==> src/rtl/img_pkg.sv <==
// Shared image-pipeline constants used by the window generator and the Kirsch edge stages.
package img_pkg;
  localparam int unsigned PIX_W_DEF      = 8;
  localparam int unsigned IMG_WIDTH_DEF  = 64;
  localparam int unsigned IMG_HEIGHT_DEF = 64;
endpackage

==> src/rtl/line_buffer.sv <==
// One image row of pixel storage: combinational read at idx, registered write at idx.
module line_buffer #(
  parameter int unsigned DEPTH = 64,
  parameter int unsigned PIX_W = 8
) (
  input  logic                     clk,
  input  logic                     we,
  input  logic [$clog2(DEPTH)-1:0] idx,
  input  logic [PIX_W-1:0]         din,
  output logic [PIX_W-1:0]         dout
);
  logic [PIX_W-1:0] mem_q [DEPTH];

  assign dout = mem_q[idx];

  // Contents are never reset; unread until two full rows have been rewritten.
  always_ff @(posedge clk) begin
    if (we) mem_q[idx] <= din;
  end
endmodule

==> src/rtl/window_3x3_gen.sv <==
// Raster-scan 3x3 window generator: two line buffers plus a shifting register window,
// presenting only fully interior windows one cycle after the bottom-right pixel arrives.
module window_3x3_gen
  import img_pkg::*;
#(
  parameter int unsigned IMG_WIDTH  = IMG_WIDTH_DEF,
  parameter int unsigned IMG_HEIGHT = IMG_HEIGHT_DEF,
  parameter int unsigned PIX_W      = PIX_W_DEF
) (
  input  logic             clk,
  input  logic             rst,
  input  logic             frame_start,
  input  logic             in_valid,
  input  logic [PIX_W-1:0] pix_in,
  output logic [PIX_W-1:0] p1,
  output logic [PIX_W-1:0] p2,
  output logic [PIX_W-1:0] p3,
  output logic [PIX_W-1:0] p4,
  output logic [PIX_W-1:0] p5,
  output logic [PIX_W-1:0] p6,
  output logic [PIX_W-1:0] p7,
  output logic [PIX_W-1:0] p8,
  output logic [PIX_W-1:0] p9,
  output logic             out_valid,
  output logic             frame_done
);
  localparam int unsigned COL_W = $clog2(IMG_WIDTH);
  localparam int unsigned ROW_W = $clog2(IMG_HEIGHT);

  logic [COL_W-1:0] col_q, col_d, cur_col;
  logic [ROW_W-1:0] row_q, row_d, cur_row;
  logic [PIX_W-1:0] lb0_rd, lb1_rd;
  logic [PIX_W-1:0] win_q [3][3];
  logic [PIX_W-1:0] win_d [3][3];
  logic [PIX_W-1:0] p_q [9];
  logic [PIX_W-1:0] p_d [9];
  logic             out_valid_q, out_valid_d;
  logic             frame_done_q, frame_done_d;
  logic             last_col, last_row, win_ok;

  // lb0 holds the previous row, lb1 the row before that; lb1 is fed from lb0's old value.
  line_buffer #(.DEPTH(IMG_WIDTH), .PIX_W(PIX_W)) u_lb0 (
    .clk  (clk),
    .we   (in_valid),
    .idx  (cur_col),
    .din  (pix_in),
    .dout (lb0_rd)
  );

  line_buffer #(.DEPTH(IMG_WIDTH), .PIX_W(PIX_W)) u_lb1 (
    .clk  (clk),
    .we   (in_valid),
    .idx  (cur_col),
    .din  (lb0_rd),
    .dout (lb1_rd)
  );

  always_comb begin
    col_d        = col_q;
    row_d        = row_q;
    win_d        = win_q;
    p_d          = p_q;
    out_valid_d  = 1'b0;
    frame_done_d = 1'b0;

    // frame_start forces this pixel to (0,0) before it is used anywhere.
    cur_col  = frame_start ? '0 : col_q;
    cur_row  = frame_start ? '0 : row_q;
    last_col = (cur_col == COL_W'(IMG_WIDTH - 1));
    last_row = (cur_row == ROW_W'(IMG_HEIGHT - 1));
    win_ok   = (cur_row >= ROW_W'(2)) && (cur_col >= COL_W'(2));

    if (in_valid) begin
      col_d = last_col ? '0 : cur_col + COL_W'(1);
      if (last_col) row_d = last_row ? '0 : cur_row + ROW_W'(1);
      else          row_d = cur_row;

      for (int r = 0; r < 3; r++) begin
        win_d[r][0] = win_q[r][1];
        win_d[r][1] = win_q[r][2];
      end
      win_d[0][2] = lb1_rd;
      win_d[1][2] = lb0_rd;
      win_d[2][2] = pix_in;

      if (win_ok) begin
        out_valid_d  = 1'b1;
        frame_done_d = last_col && last_row;
        for (int r = 0; r < 3; r++)
          for (int c = 0; c < 3; c++)
            p_d[r*3 + c] = win_d[r][c];
      end
    end
  end

  always_ff @(posedge clk) begin
    if (rst) begin
      col_q        <= '0;
      row_q        <= '0;
      out_valid_q  <= 1'b0;
      frame_done_q <= 1'b0;
      for (int r = 0; r < 3; r++)
        for (int c = 0; c < 3; c++)
          win_q[r][c] <= '0;
      for (int i = 0; i < 9; i++) p_q[i] <= '0;
    end else begin
      col_q        <= col_d;
      row_q        <= row_d;
      out_valid_q  <= out_valid_d;
      frame_done_q <= frame_done_d;
      win_q        <= win_d;
      p_q          <= p_d;
    end
  end

  assign p1         = p_q[0];
  assign p2         = p_q[1];
  assign p3         = p_q[2];
  assign p4         = p_q[3];
  assign p5         = p_q[4];
  assign p6         = p_q[5];
  assign p7         = p_q[6];
  assign p8         = p_q[7];
  assign p9         = p_q[8];
  assign out_valid  = out_valid_q;
  assign frame_done = frame_done_q;
endmodule

==> config.mk <==
export PLATFORM = sky130hd
export DESIGN_NAME = window_3x3_gen
export DESIGN_NICKNAME = d
export VERILOG_FILES = /design/src/rtl/img_pkg.sv /design/src/rtl/line_buffer.sv /design/src/rtl/window_3x3_gen.sv
export SDC_FILE = /design/constraint.sdc
export NUM_CORES = 1
export LEC_CHECK = 0
export CORE_ASPECT_RATIO = 1.75
export CORE_MARGIN = 10
export CORE_UTILIZATION = 39
export CTS_BUF_LIST = sky130_fd_sc_hd__clkbuf_16
export CTS_CLUSTER_SIZE = 8
export DETAILED_ROUTE_END_ITERATION = 6
export PLACE_DENSITY = 0.65
export SLEW_MARGIN = 0
export SYNTH_ARGS = -nofsm -noshare
export SYNTH_HDL_FRONTEND = slang
export SYNTH_SLANG_ARGS = --single-unit
==> constraint.sdc <==
create_clock -name clk -period 4 [get_ports clk]
set_input_delay 0.4 -clock clk [delete_from_list [all_inputs] [get_ports clk]]
set_output_delay 0.4 -clock clk [all_outputs]
set_load 0.02 [all_outputs]
==> impl_metrics.json <==
{
  "slew_headroom": 0.0986,
  "hp-class": "input port to flip-flop",
  "clkSlewWorstSetupHoldPaths_ps": 50,
  "syn_nets": 2947,
  "drtIter0Drc": 3520,
  "drc_errors": 0,
  "avgSynthCellArea_um2": 15.6,
  "grt-ovfl-total": 0,
  "path_class": "flip-flop to flip-flop",
  "syn_area_mm2": 0.0457,
  "power_density_mw_per_mm2": 497,
  "dpl.hpwl_um": 100000,
  "fin_skew_ps": 24.6,
  "cts_buffers": 162,
  "syn2layout_area_growth_pct": 19.3,
  "status": "finished, final reports clean",
  "switchingPower_uw": 5990,
  "syn_inst": 2931,
  "cts_sinks": 1158,
  "dp_cells": 4611,
  "instances_no_fill": 4836,
  "cts_hold_buffers": 0,
  "clockBufferDepth": 3,
  "whs_ps": 161,
  "fin_util": 0.467,
  "r2r_start": "col_q[0]",
  "synth_edf_count": 1024,
  "place_area_mm2": 0.0501,
  "yosysWarnings": 0,
  "via_count": 29300,
  "reg2reg_depth": 10,
  "drt_first_pass_iters": 7,
  "fp.dieArea_mm2": 0.132,
  "hold_depth": 5,
  "p_int_uw": 21100,
  "setup_viol": 0,
  "core_mm2": 0.117,
  "max_cap_viol_count": 0,
  "gr-usage-all-layers": 0.232,
  "start_util": 0.392,
  "antenna_found_initial": 4,
  "fin_area_mm2": 0.0545,
  "cts_root_buf": "clkbuf_16",
  "clock_latency_ps": 770,
  "cp-start-kind": "flip-flop",
  "slew_viol_final": 0,
  "p_clk_frac": 0.450,
  "rr_endpoint": "u_lb1.mem_q[38][1]",
  "hold_violations": 0,
  "cp-end-kind": "flip-flop",
  "io_buffers": 85,
  "fin_crit_sh": 0.998,
  "ir_drop_uv": 311,
  "wl_per_cell_um": 32.1,
  "ys_seq_area_frac": 0.731,
  "viasPerCell": 6.05,
  "ios": 86,
  "fmax_mhz": 250,
  "grt_pass1_vias": 29000,
  "async_flop_share": 0,
  "std_cell_rows": 166,
  "arrival_ps": 4460,
  "cp_data_required_time_ps": 4470,
  "reg2reg_slack_ps": 7,
  "ys_ff_latch": 1158,
  "swShare": 0.221,
  "p_comb_frac": 0.057,
  "synthDistinctLibCells": 87,
  "dieHeight_um": 473,
  "report.power.total_uw": 27100,
  "p_leak_uw": 0.0178,
  "ant_nets": 0,
  "grt_pass1_wl_um": 217000,
  "min_to": "col_q[0]",
  "drive_above_1_share": 0.179,
  "wirelength_um": 155000,
  "top_regs": "u_lb0.mem_q (512), u_lb1.mem_q (512), win_q (48)",
  "layout_common_cells": "edfxtp_1 (1,024), mux2i_1 (271), buf_4 (249)",
  "min-delay-start": "in_valid",
  "gp_congestion": 0.986,
  "cts_htree_levels": 4,
  "die_width_um": 279,
  "mostFrequentLayoutCell": "edfxtp_1",
  "nets": 3279,
  "rsz0062_at_grt": "no",
  "fin_crit_ps": 3990,
  "grt_max_degree": 74,
  "seqPwrFrac": 0.493,
  "cts_tree": "yes",
  "worst-path-max-fanout": 33,
  "worstMarginPinSlew_ps": 1350,
  "synth-main-ff-cell": "edfxtp_1"
}
-- power groups by stage --
| stage | sequential, µW | combinational (µW) | clock, µW |
|---|---|---|---|
| final | 13400 | 1540 | 12200 |
| after global routing | 13400 | 1580 | 12800 |
| after CTS | 13400 | 1510 | 12300 |
| after detailed placement | 13600 | 1500 | 0 |
| after global placement | 13600 | 1480 | 0 |
| after floorplan | 13600 | 725 | 0 |
-- kinds of logic after synthesis --
family | count (synthesis) | synth area share
compound gates | 628 | 0.0969
mux | 316 | 0.0741
flops | 1158 | 0.731
simple gates | 596 | 0.0678
fa+ha+maj | 4 | 0.00109
buf+inv | 227 | 0.0284
xor+xnor | 2 | 0.000383
-- cell usage after synthesis, types with 12 or more instances --
cell type / n / share of area
a22oi_1: 31 / 0.0051
o21ai_0: 63 / 0.0069
or3b_2: 15 / 0.0029
a211oi_1: 68 / 0.011
a22o_1: 26 / 0.0050
and3b_1: 13 / 0.0025
buf_4: 37 / 0.0061
nor3_1: 20 / 0.0022
inv_1: 14 / 0.0011
nand3_1: 20 / 0.0022
buf_6: 31 / 0.0076
dfxtp_1: 134 / 0.059
nand2_1: 178 / 0.015
nand3b_1: 54 / 0.0089
mux2_2: 30 / 0.0074
o2bb2ai_1: 49 / 0.0094
nor4_1: 17 / 0.0023
nand2b_1: 15 / 0.0021
nor2b_1: 24 / 0.0033
a2111oi_0: 26 / 0.0050
edfxtp_1: 1024 / 0.67
buf_2: 60 / 0.0066
o22a_1: 12 / 0.0023
o22ai_1: 69 / 0.0094
nor2_1: 172 / 0.014
a21oi_1: 144 / 0.016
clkbuf_1: 79 / 0.0065
mux4_2: 15 / 0.0074
mux2i_1: 271 / 0.059
a221oi_1: 27 / 0.0052
-- metrics by stage --
stage | setup TNS [ps] | setup WS [ps]
2_1_floorplan | 0 | 692
3_3_place_gp | -1040 | -22.7
3_5_place_dp | -3580 | -70.6
4_1_cts | 0 | 130
5_1_grt | 0 | 14.7
6_report | 0 | 7.16
-- metal layers --
layer / up-vias / share of wire / global-route usage
met3: 559 / 0.084 / 0.0426
li1: 12200 / - / -
met4: 0 / 0.099 / 0.205
met2: 1902 / 0.50 / 0.393
met5: - / 0 / 0
met1: 14600 / 0.32 / 0.245
-- cell type report --
type	instances	area [µm²]
multi-input combinational	1546	11100
inverter	16	60.1
clock buffer	166	4150
fill	9986	62200
antenna	7	17.5
timing repair buffer	379	3600
clock inverter	52	293
sequential	1158	33400
tap	1512	1890
-- worst max-delay path by stage --
stage,from,end,cells past startpoint
after floorplan,col_q[1],u_lb1.mem_q[0][2],9
after global placement,frame_start,u_lb1.mem_q[57][5],11
after detailed placement,frame_start,u_lb1.mem_q[13][1],11
after CTS,col_q[1],u_lb1.mem_q[13][1],10
after global routing,col_q[2],u_lb1.mem_q[13][1],10
final,col_q[0],u_lb1.mem_q[38][1],10
-- critical path: stages (launching register included) --
cell       delay, ps
dfxtp_4          470
buf_12           230
or3b_2           570
buf_4            280
o221ai_1         120
a211oi_1         430
buf_4            220
o22ai_1           90
a2111oi_2        570
nand2_2          380
buf_12           290
-- timing repair --
action | CTS | global route
endpoints found under the setup margin | 0 | 13
setup buffers | 0 | 0
gates resized for setup | 0 | 2
No activity file was read; power rests on OpenSTA's default activity.
